`config.mk`:
```
export PLATFORM = sky130hd
export DESIGN_NAME = flash_boot_loader_flat
export DESIGN_NICKNAME = d
export VERILOG_FILES = /design/src/rtl/flash_boot_loader_if.sv /design/src/rtl/flash_boot_loader.sv /design/src/flat_wrapper.sv
export SDC_FILE = /design/constraint.sdc
export NUM_CORES = 1
export LEC_CHECK = 0
export ABC_AREA = 1
export CAP_MARGIN = 20
export CORE_MARGIN = 5
export CORE_UTILIZATION = 45
export CTS_BUF_LIST = sky130_fd_sc_hd__clkbuf_4 sky130_fd_sc_hd__clkbuf_8
export CTS_CLUSTER_SIZE = 8
export DETAILED_ROUTE_END_ITERATION = 12
export GPL_ROUTABILITY_DRIVEN = 0
export PLACE_DENSITY = 0.73
export SETUP_SLACK_MARGIN = 0.05
export SYNTH_ARGS = -nofsm -noshare
export SYNTH_HDL_FRONTEND = slang
export SYNTH_SLANG_ARGS = --single-unit
```
`constraint.sdc`:
```
create_clock -name clock -period 3.5 [get_ports clock]
set_input_delay 0.35 -clock clock [delete_from_list [all_inputs] [get_ports clock]]
set_output_delay 0.35 -clock clock [all_outputs]
set_load 0.01 [all_outputs]
```
`src/rtl/flash_boot_loader_if.sv`:
```
// Flash-stream and memory-write signals of the boot loader.
// The loader drives the master side; the flash reader and memory sit on the slave side.
interface flash_boot_loader_if #(
    parameter int ADDR_WIDTH = 19
);
    logic                  flash_read_en;
    logic                  flash_read_active;
    logic                  flash_tValid;
    logic [7:0]            flash_tData;
    logic                  mem_we;
    logic [ADDR_WIDTH-1:0] mem_addr;
    logic [7:0]            mem_wdata;
    logic                  mem_ready;

    modport master (
        output flash_read_en,
        input  flash_read_active,
        input  flash_tValid,
        input  flash_tData,
        output mem_we,
        output mem_addr,
        output mem_wdata,
        input  mem_ready
    );

    modport slave (
        input  flash_read_en,
        output flash_read_active,
        output flash_tValid,
        output flash_tData,
        input  mem_we,
        input  mem_addr,
        input  mem_wdata,
        output mem_ready
    );
endinterface

```
`src/rtl/flash_boot_loader.sv`:
```
// Copies NUM_BYTES from a flash byte stream into memory through a 2-entry FIFO,
// holding the CPU in reset until the whole image has been written.
module flash_boot_loader #(
    parameter int NUM_BYTES      = 16,
    parameter int LOAD_BASE_ADDR = 0,
    parameter int ADDR_WIDTH     = 19
) (
    input  logic                clock,
    input  logic                reset,
    input  logic                start,
    flash_boot_loader_if.master bus,
    output logic                cpu_reset_n,
    output logic                load_done,
    output logic                load_error,
    output logic [15:0]         checksum
);
    typedef enum logic [2:0] {IDLE, REQUEST, LOAD, DRAIN, DONE, ERROR} state_t;

    state_t      state;
    logic [16:0] rx_count;
    logic [16:0] wr_index;
    logic [7:0]  fifo_mem [2];
    logic        rd_ptr;
    logic        wr_ptr;
    logic [1:0]  fifo_count;

    logic in_rx;
    logic mem_we_int;
    logic pop;
    logic push_req;
    logic overflow;
    logic push;
    logic last_byte;
    logic abort;

    assign in_rx      = (state == REQUEST) || (state == LOAD);
    assign mem_we_int = (fifo_count != 2'd0) && (state != ERROR);
    assign pop        = mem_we_int && bus.mem_ready;
    assign push_req   = in_rx && bus.flash_tValid;
    // A full FIFO can still take a byte when the head leaves in the same cycle.
    assign overflow   = push_req && (fifo_count == 2'd2) && !pop;
    assign push       = push_req && !overflow;
    assign last_byte  = push && (rx_count == 17'(NUM_BYTES - 1));
    assign abort      = overflow
                     || ((state == LOAD) && !bus.flash_read_active && !last_byte)
                     || ((state == DRAIN) && bus.flash_tValid);

    assign bus.flash_read_en = in_rx;
    assign bus.mem_we        = mem_we_int;
    assign bus.mem_addr      = ADDR_WIDTH'(LOAD_BASE_ADDR) + ADDR_WIDTH'(wr_index);
    assign bus.mem_wdata     = mem_we_int ? fifo_mem[rd_ptr] : 8'h00;
    assign cpu_reset_n       = (state == DONE);
    assign load_done         = (state == DONE);
    assign load_error        = (state == ERROR);

    always_ff @(posedge clock) begin
        if (push) begin
            fifo_mem[wr_ptr] <= bus.flash_tData;
        end
    end

    always_ff @(posedge clock) begin
        if (reset) begin
            state      <= IDLE;
            rx_count   <= '0;
            wr_index   <= '0;
            checksum   <= '0;
            rd_ptr     <= 1'b0;
            wr_ptr     <= 1'b0;
            fifo_count <= 2'd0;
        end else begin
            if (push) begin
                wr_ptr   <= ~wr_ptr;
                rx_count <= rx_count + 17'd1;
                checksum <= checksum + {8'h00, bus.flash_tData};
            end
            if (pop) begin
                rd_ptr   <= ~rd_ptr;
                wr_index <= wr_index + 17'd1;
            end
            case ({push, pop})
                2'b10:   fifo_count <= fifo_count + 2'd1;
                2'b01:   fifo_count <= fifo_count - 2'd1;
                default: fifo_count <= fifo_count;
            endcase

            case (state)
                IDLE, DONE, ERROR: begin
                    if (start) begin
                        state    <= REQUEST;
                        rx_count <= '0;
                        wr_index <= '0;
                        checksum <= '0;
                    end
                end
                REQUEST: begin
                    if (last_byte) begin
                        state <= DRAIN;
                    end else if (bus.flash_read_active) begin
                        state <= LOAD;
                    end
                end
                LOAD: begin
                    if (last_byte) begin
                        state <= DRAIN;
                    end
                end
                DRAIN: begin
                    if ((fifo_count == 2'd0) && (wr_index == 17'(NUM_BYTES))) begin
                        state <= DONE;
                    end
                end
                default: state <= IDLE;
            endcase

            // Any abort discards whatever is still queued for memory.
            if (abort) begin
                state <= ERROR;
            end
            if (abort || (state == ERROR)) begin
                rd_ptr     <= 1'b0;
                wr_ptr     <= 1'b0;
                fifo_count <= 2'd0;
            end
        end
    end
endmodule

```
`src/flat_wrapper.sv`:
```
// flat-port wrapper written by rule: the top's interface ports become plain ports
module flash_boot_loader_flat 
#(
    parameter int NUM_BYTES      = 16,
    parameter int LOAD_BASE_ADDR = 0,
    parameter int ADDR_WIDTH     = 19
)
  (clock, reset, start, cpu_reset_n, load_done, load_error, checksum, bus_flash_read_en, bus_flash_read_active, bus_flash_tValid, bus_flash_tData, bus_mem_we, bus_mem_addr, bus_mem_wdata, bus_mem_ready);
  flash_boot_loader_if #(.ADDR_WIDTH(ADDR_WIDTH)) bus_i ();
  input  logic clock;
  input  logic reset;
  input  logic start;
  output logic cpu_reset_n;
  output logic load_done;
  output logic load_error;
  output logic [15:0] checksum;
  output wire logic [$bits(bus_i.flash_read_en)-1:0] bus_flash_read_en;
  input wire logic [$bits(bus_i.flash_read_active)-1:0] bus_flash_read_active;
  input wire logic [$bits(bus_i.flash_tValid)-1:0] bus_flash_tValid;
  input wire logic [$bits(bus_i.flash_tData)-1:0] bus_flash_tData;
  output wire logic [$bits(bus_i.mem_we)-1:0] bus_mem_we;
  output wire logic [$bits(bus_i.mem_addr)-1:0] bus_mem_addr;
  output wire logic [$bits(bus_i.mem_wdata)-1:0] bus_mem_wdata;
  input wire logic [$bits(bus_i.mem_ready)-1:0] bus_mem_ready;
  assign bus_flash_read_en = bus_i.flash_read_en;
  assign bus_i.flash_read_active = bus_flash_read_active;
  assign bus_i.flash_tValid = bus_flash_tValid;
  assign bus_i.flash_tData = bus_flash_tData;
  assign bus_mem_we = bus_i.mem_we;
  assign bus_mem_addr = bus_i.mem_addr;
  assign bus_mem_wdata = bus_i.mem_wdata;
  assign bus_i.mem_ready = bus_mem_ready;
  flash_boot_loader #(.NUM_BYTES(NUM_BYTES), .LOAD_BASE_ADDR(LOAD_BASE_ADDR), .ADDR_WIDTH(ADDR_WIDTH)) u_core (.clock(clock), .reset(reset), .start(start), .bus(bus_i), .cpu_reset_n(cpu_reset_n), .load_done(load_done), .load_error(load_error), .checksum(checksum));
endmodule
```
==> results.txt <==
Residual DRC: 0
Clock Sinks: 74
Worst-Skew Late Latency: 0.36 ns
Post-CTS Hold Buffers: 0
largest net degree at the start of global routing: 21
number of flops mapped to enable cells by yosys: 16
core area: 8640 um^2
CP bufs+invs: 1
Post-Synth XOR/XNOR Area: 4.66%
Worst Path Required: 3.75 ns
Seq/Total Area, Yosys: 41.6%
Yosys warning total: 0
post-layout net count: 631
status: finished, final reports clean
CP peak stage delay: 0.76 ns
CP Depth: 9
wire per inst: 13.4 um
Cell Count, Final, Fillers Out: 717
multi-input logic area: 2030 um^2
die area: 10700 um^2
CP startpoint kind: register
LEAKAGE: 1.88 nW
First DRT Iteration DRCs: 189
most used flip-flop cell after synthesis: dfxtp_1
Fin Hold WS: 0.508 ns
minimum clock period: 2.66 ns
vias in the first global route: 3541
worst hold start: u_core.checksum[15]$_SDFF_PP0_
Final period util: 76.0%
Synth Instances: 544
Routed WL: 9600 um
Setup CP Type: register to register
CP Max Fanout: 13
total grt overflow: 0
Hold Fails Final Rpt: 0
first-pass GRT wire length: 16400 um
main combinational cell family by area after synthesis: simple AND/OR/NAND/NOR gates
Max-cap violations: 0
Slew headroom: 35.5%
H-tree depth: 3
Post-CTS Setup Bufs: 0
Slew Viols, Final: 0
Port Buffer Count: 59
ANT nets after route: 0
area grow syn2layout: 23.1%
Worst Tran Pin Value: 0.961 ns
Synth Area in Adders: 4.31%
commonest cells after routing, fill and taps aside: nand2_1, nor2_1, clkdlybuf4s50_1
Max Fclk: 376 MHz
compound-cell area share of the yosys netlist: 12.2%
critical path's slowest cell: o21ai_1
initial antenna violation count: 0
first-pass detailed-route iteration total: 5
DP Area: 4620 um^2
Max VDD drop: 0.274 mV
Synth Register Bits: 74
start point of the critical path: u_core.state[0]$_SDFFE_PP0P_
share of cells above drive strength 1: 5.09%
Antenna Cells: 0
Worst Skew: 0.0132 ns
placed cell count: 701
Vias: 3731
clock transition time at the flip-flop clock pins of the worst setup and hold paths: 0.09 ns
final setup violation count: 0
Mapped Area: 3950 um^2
CTS tree: done
HP Class: register to register
Hold Path Depth: 2
post-route setup TNS: 0 ns
die height: 104 um
asr flop ratio synth: 0%
CTS max path bufs: 2
DP HPWL: 7100 um
# IOs: 62
CP Cell Sequence: nand3_2, nand3_4, inv_2, o21ai_1, ha_1, a21oi_1, o21ai_0, xor2_1, nor2_1
worst r2r src: u_core.state[0]$_SDFFE_PP0P_
cell area after layout: 4860 um^2
Filler Cells Inserted: 816
CTS buffer count: 9
Avg Inst Size Synth: 7.25 um^2
PwrDens: 608 nW/um^2
synth unique cells: 37
row cnt: 34
Storage cell area: 1640 um^2
gr usage total: 18.2%
worst reg2reg path depth: 9
Via density: 5.20
Initial Util: 45.7%
Post-Synth Simple-Gate Area: 29.9%
Root Buffer Master: clkbuf_8
commonest non-fill, non-tap cell in the layout: nand2_1
post_cts resized: 0
mux cell area share after synthesis: 0.254%
CP arrival: 2.91 ns
chip width: 104 um
RSZ-0062 raised after global routing: no
Critical Path Sink Type: register
Worst path top cell family by delay: compound AO/OA/AOI/OAI gates
==> cell usage after synthesis (6+ instances only) <==
library cell	number	share of area (%)
nor3_1	18	2.3
dfxtp_1	58	29
xnor2_1	6	1.3
inv_1	52	4.9
a21oi_1	40	5.1
edfxtp_1	16	12
ha_1	12	3.8
nand3_1	29	3.7
xor2_1	15	3.3
buf_2	6	0.76
o21ai_0	26	3.3
nor2_1	100	9.5
nand4_1	10	1.6
nand2_1	116	11
==> path summary, 6_finish.rpt <==
kind / end / slack [ns]
setup / recovery: u_core.fifo_count[1]$_SDFFE_PP0P_ / 0.84
hold / removal: u_core.checksum[15]$_SDFF_PP0_ / 0.51
setup reg to reg: u_core.fifo_count[1]$_SDFFE_PP0P_ / 0.84
hold reg to reg: u_core.checksum[15]$_SDFF_PP0_ / 0.51
==> metrics by stage <==
step / setup slack, ns / utilization [%] / power, W
after floorplan: 1.55 / - / 0.00182
after CTS: 0.821 / 56.2 / 0.00297
after detailed placement: 0.624 / 53.5 / 0.00219
after global routing: 0.473 / 56.2 / 0.00315
after global placement: 0.670 / 53.5 / 0.00217
final: 0.841 / 56.2 / 0.00295
==> state kept, by name, summed over array words and instances, names as in the netlist, named ones only <==
register / flops
u_core.fifo_mem: 16
u_core.fifo_count: 2
u_core.wr_ptr: 1
u_core.wr_index: 17
u_core.rd_ptr: 1
u_core.state: 3
u_core.checksum: 16
u_core.rx_count: 17
==> report_power, final <==
part	switching [W]	internal, W	total [W]
clock	0.000347	0.000431	0.000778
sequential	0.0000990	0.000993	0.00109
combinational	0.000653	0.000429	0.00108
total	0.00110	0.00185	0.00295
==> worst reg2reg max path, cell delays in order, from the launching register on <==
cell and delay, ns:
dfxtp_1 0.43, nand3_2 0.19, nand3_4 0.18, inv_2 0.13, o21ai_1 0.77, ha_1 0.41, a21oi_1 0.11, o21ai_0 0.11
xor2_1 0.16, nor2_1 0.06
==> cell families after synthesis <==
group	Yosys count
AOI/OAI and AO/OA	84
xor gates and xnor gates	21
DFF	74
buffers and inverters	68
muxes	1
and+or+nand+nor	282
adders and majority gates	13
other	1
==> final cells by class <==
cell class	instances	area share, %
sequential	74	33.8
clock inverter	6	2.01
inverter	55	4.25
multi-input combinational	403	41.9
timing repair buffer	61	12.5
clock buffer	10	2.83
tap	108	2.78
==> per-layer routing <==
layer / wire length (um) / track usage (%) / vias to the layer above
li1: - / - / 1897
met1: 4200 / 22.5 / 1695
met2: 4650 / 30.9 / 125
met3: 612 / 4.29 / 14
met4: 136 / 6.56 / 0
met5: 0 / 0 / -
No activity file was read; power rests on OpenSTA's default activity.
==> RTL edit, RTL diff (same settings) <==
`ADDR_WIDTH` is set to 19 in 3 places; all go to 21.
--- a/src/rtl/flash_boot_loader_if.sv
+++ b/src/rtl/flash_boot_loader_if.sv
@@ -1,7 +1,7 @@
 // Flash-stream and memory-write signals of the boot loader.
 // The loader drives the master side; the flash reader and memory sit on the slave side.
 interface flash_boot_loader_if #(
-    parameter int ADDR_WIDTH = 19
+    parameter int ADDR_WIDTH = 21
 );
     logic                  flash_read_en;
     logic                  flash_read_active;
--- a/src/rtl/flash_boot_loader.sv
+++ b/src/rtl/flash_boot_loader.sv
@@ -3,7 +3,7 @@
 module flash_boot_loader #(
     parameter int NUM_BYTES      = 16,
     parameter int LOAD_BASE_ADDR = 0,
-    parameter int ADDR_WIDTH     = 19
+    parameter int ADDR_WIDTH     = 21
 ) (
     input  logic                clock,
     input  logic                reset,
--- a/src/flat_wrapper.sv
+++ b/src/flat_wrapper.sv
@@ -3,7 +3,7 @@
 #(
     parameter int NUM_BYTES      = 16,
     parameter int LOAD_BASE_ADDR = 0,
-    parameter int ADDR_WIDTH     = 19
+    parameter int ADDR_WIDTH     = 21
 )
   (clock, reset, start, cpu_reset_n, load_done, load_error, checksum, bus_flash_read_en, bus_flash_read_active, bus_flash_tValid, bus_flash_tData, bus_mem_we, bus_mem_addr, bus_mem_wdata, bus_mem_ready);
   flash_boot_loader_if #(.ADDR_WIDTH(ADDR_WIDTH)) bus_i ();
Interface: changed (resized bus_mem_addr); port bits go from 62 to 64. The function was not compared with the original's and may differ.
==> RTL edit against the unedited design <==
- total power fell by 0.98%
- sequential share of layout area rose by 0.070 points
- clock power fell by 3.6%
- cell area fell by 0.21%
- worst setup slack got worse by 0.074 ns
- wire length fell by 0.28%
- count of clock-buffer cells in the layout fell by 1
- die area rose by 0.35%
- synthesized area rose by 0.38%
- sequential cell count did not move
- global-route usage fell by 0.27 points
- final cell count rose by 0.14%
==> RTL edit: results (changes against the unedited design) <==
- Status: complete, no violations (unchanged)
- GRT Resource Usage Total: 18.0% (was 18.2%)
- HP Start: u_core.rx_count[3]$_SDFF_PP0_ (was u_core.checksum[15]$_SDFF_PP0_)
- Worst Hold End: u_core.rx_count[4]$_SDFF_PP0_ (was u_core.checksum[15]$_SDFF_PP0_)
- Finished Layout Cells: 718 (was 717)
- Largest net degree at the start of global routing: 30 (was 21)
- Worst Setup SP: u_core.fifo_count[0]$_SDFFE_PP0P_ (was u_core.state[0]$_SDFFE_PP0P_)
- Clock transition at path regs: about 0.08 ns
- Multi-input combinational cell area: 2040 um2 (was 2030 um2)
- Final nets: 632 (was 631)
- Place WS: 0.603 ns (was 0.624 ns)
- R2R setup slack: 0.77 ns (was 0.84 ns)
- Worst-Margin Slew: 0.974 ns (was 0.961 ns)
- Post-synthesis adder-cell area fraction: 4.30% (was 4.31%)
- Hpwl dp: 7130 um (was 7100 um)
- Layout cells sized above 1: 4.92% (was 5.09%)
- XOR/XNOR share of the synthesized area: 4.64% (was 4.66%)
- Final Skew: 0.00888 ns (was 0.0132 ns)
- Worst EP arrival: 2.97 ns (was 2.91 ns)
- Vias in the first global route: 3616 (was 3541)
- Worst path top cell family by delay: compound AO/OA/AOI/OAI gates (unchanged)
- Achievable Freq: 0.366 GHz (was 0.376 GHz)
- Peak VDD IR: 0.000219 V (was 0.000274 V)
- First-pass GRT wire length: 16400 um (about the same)
- DP Cell Count: 702 (was 701)
- Worst r2r path cells: 10 (was 9)
- # fillers: 815 (was 816)
- Syn Area/Cell: 7.25 um2 (about the same)
- CP max stage delay: 0.78 ns (was 0.76 ns)
- Post-synthesis mux area share: 0.253% (was 0.254%)
- TritonCTS buffer count: 9 (unchanged)
- Sequential share of the synthesized area: 41.5% (was 41.6%)
- Vias: 3740 (was 3731)
- Top cells by area, synth: dfxtp_1 (29%), edfxtp_1 (12%), nand2_1 (11%), nor2_1 (9.5%), a21oi_1 (5.1%) (unchanged)
- Hold slack: 0.481 ns (was 0.508 ns)
- First-iteration detailed-routing DRC count: 168 (was 189)
-- RTL edit: power by group --
| part | leakage (nW) | internal [mW] | total (mW) | switching, mW |
|---|---|---|---|---|
| Combinational | 1.15 | 0.427 | 1.08 | 0.654 |
| Clock | 0.112 | 0.409 | 0.750 | 0.341 |
| Sequential | 0.615 | 0.993 | 1.09 | 0.100 |
-- RTL edit: per-layer routing --
layer  share of wire [%]  track usage [%]  vias up
met3                 5.0             3.23       16
li1                    -                -     1907
met4                 2.0             8.42        0
met5                   0                0        -
met2                  49             30.1      101
met1                  44             22.3     1716
-- RTL edit: layout make-up --
| type | instances | area share [%] |
|---|---|---|
| timing repair buffer | 60 | 12.3 |
| clock inverter | 7 | 2.09 |
| inverter | 55 | 4.26 |
| tap | 108 | 2.79 |
| clock buffer | 9 | 2.56 |
| sequential | 74 | 33.9 |
| multi-input combinational | 405 | 42.1 |
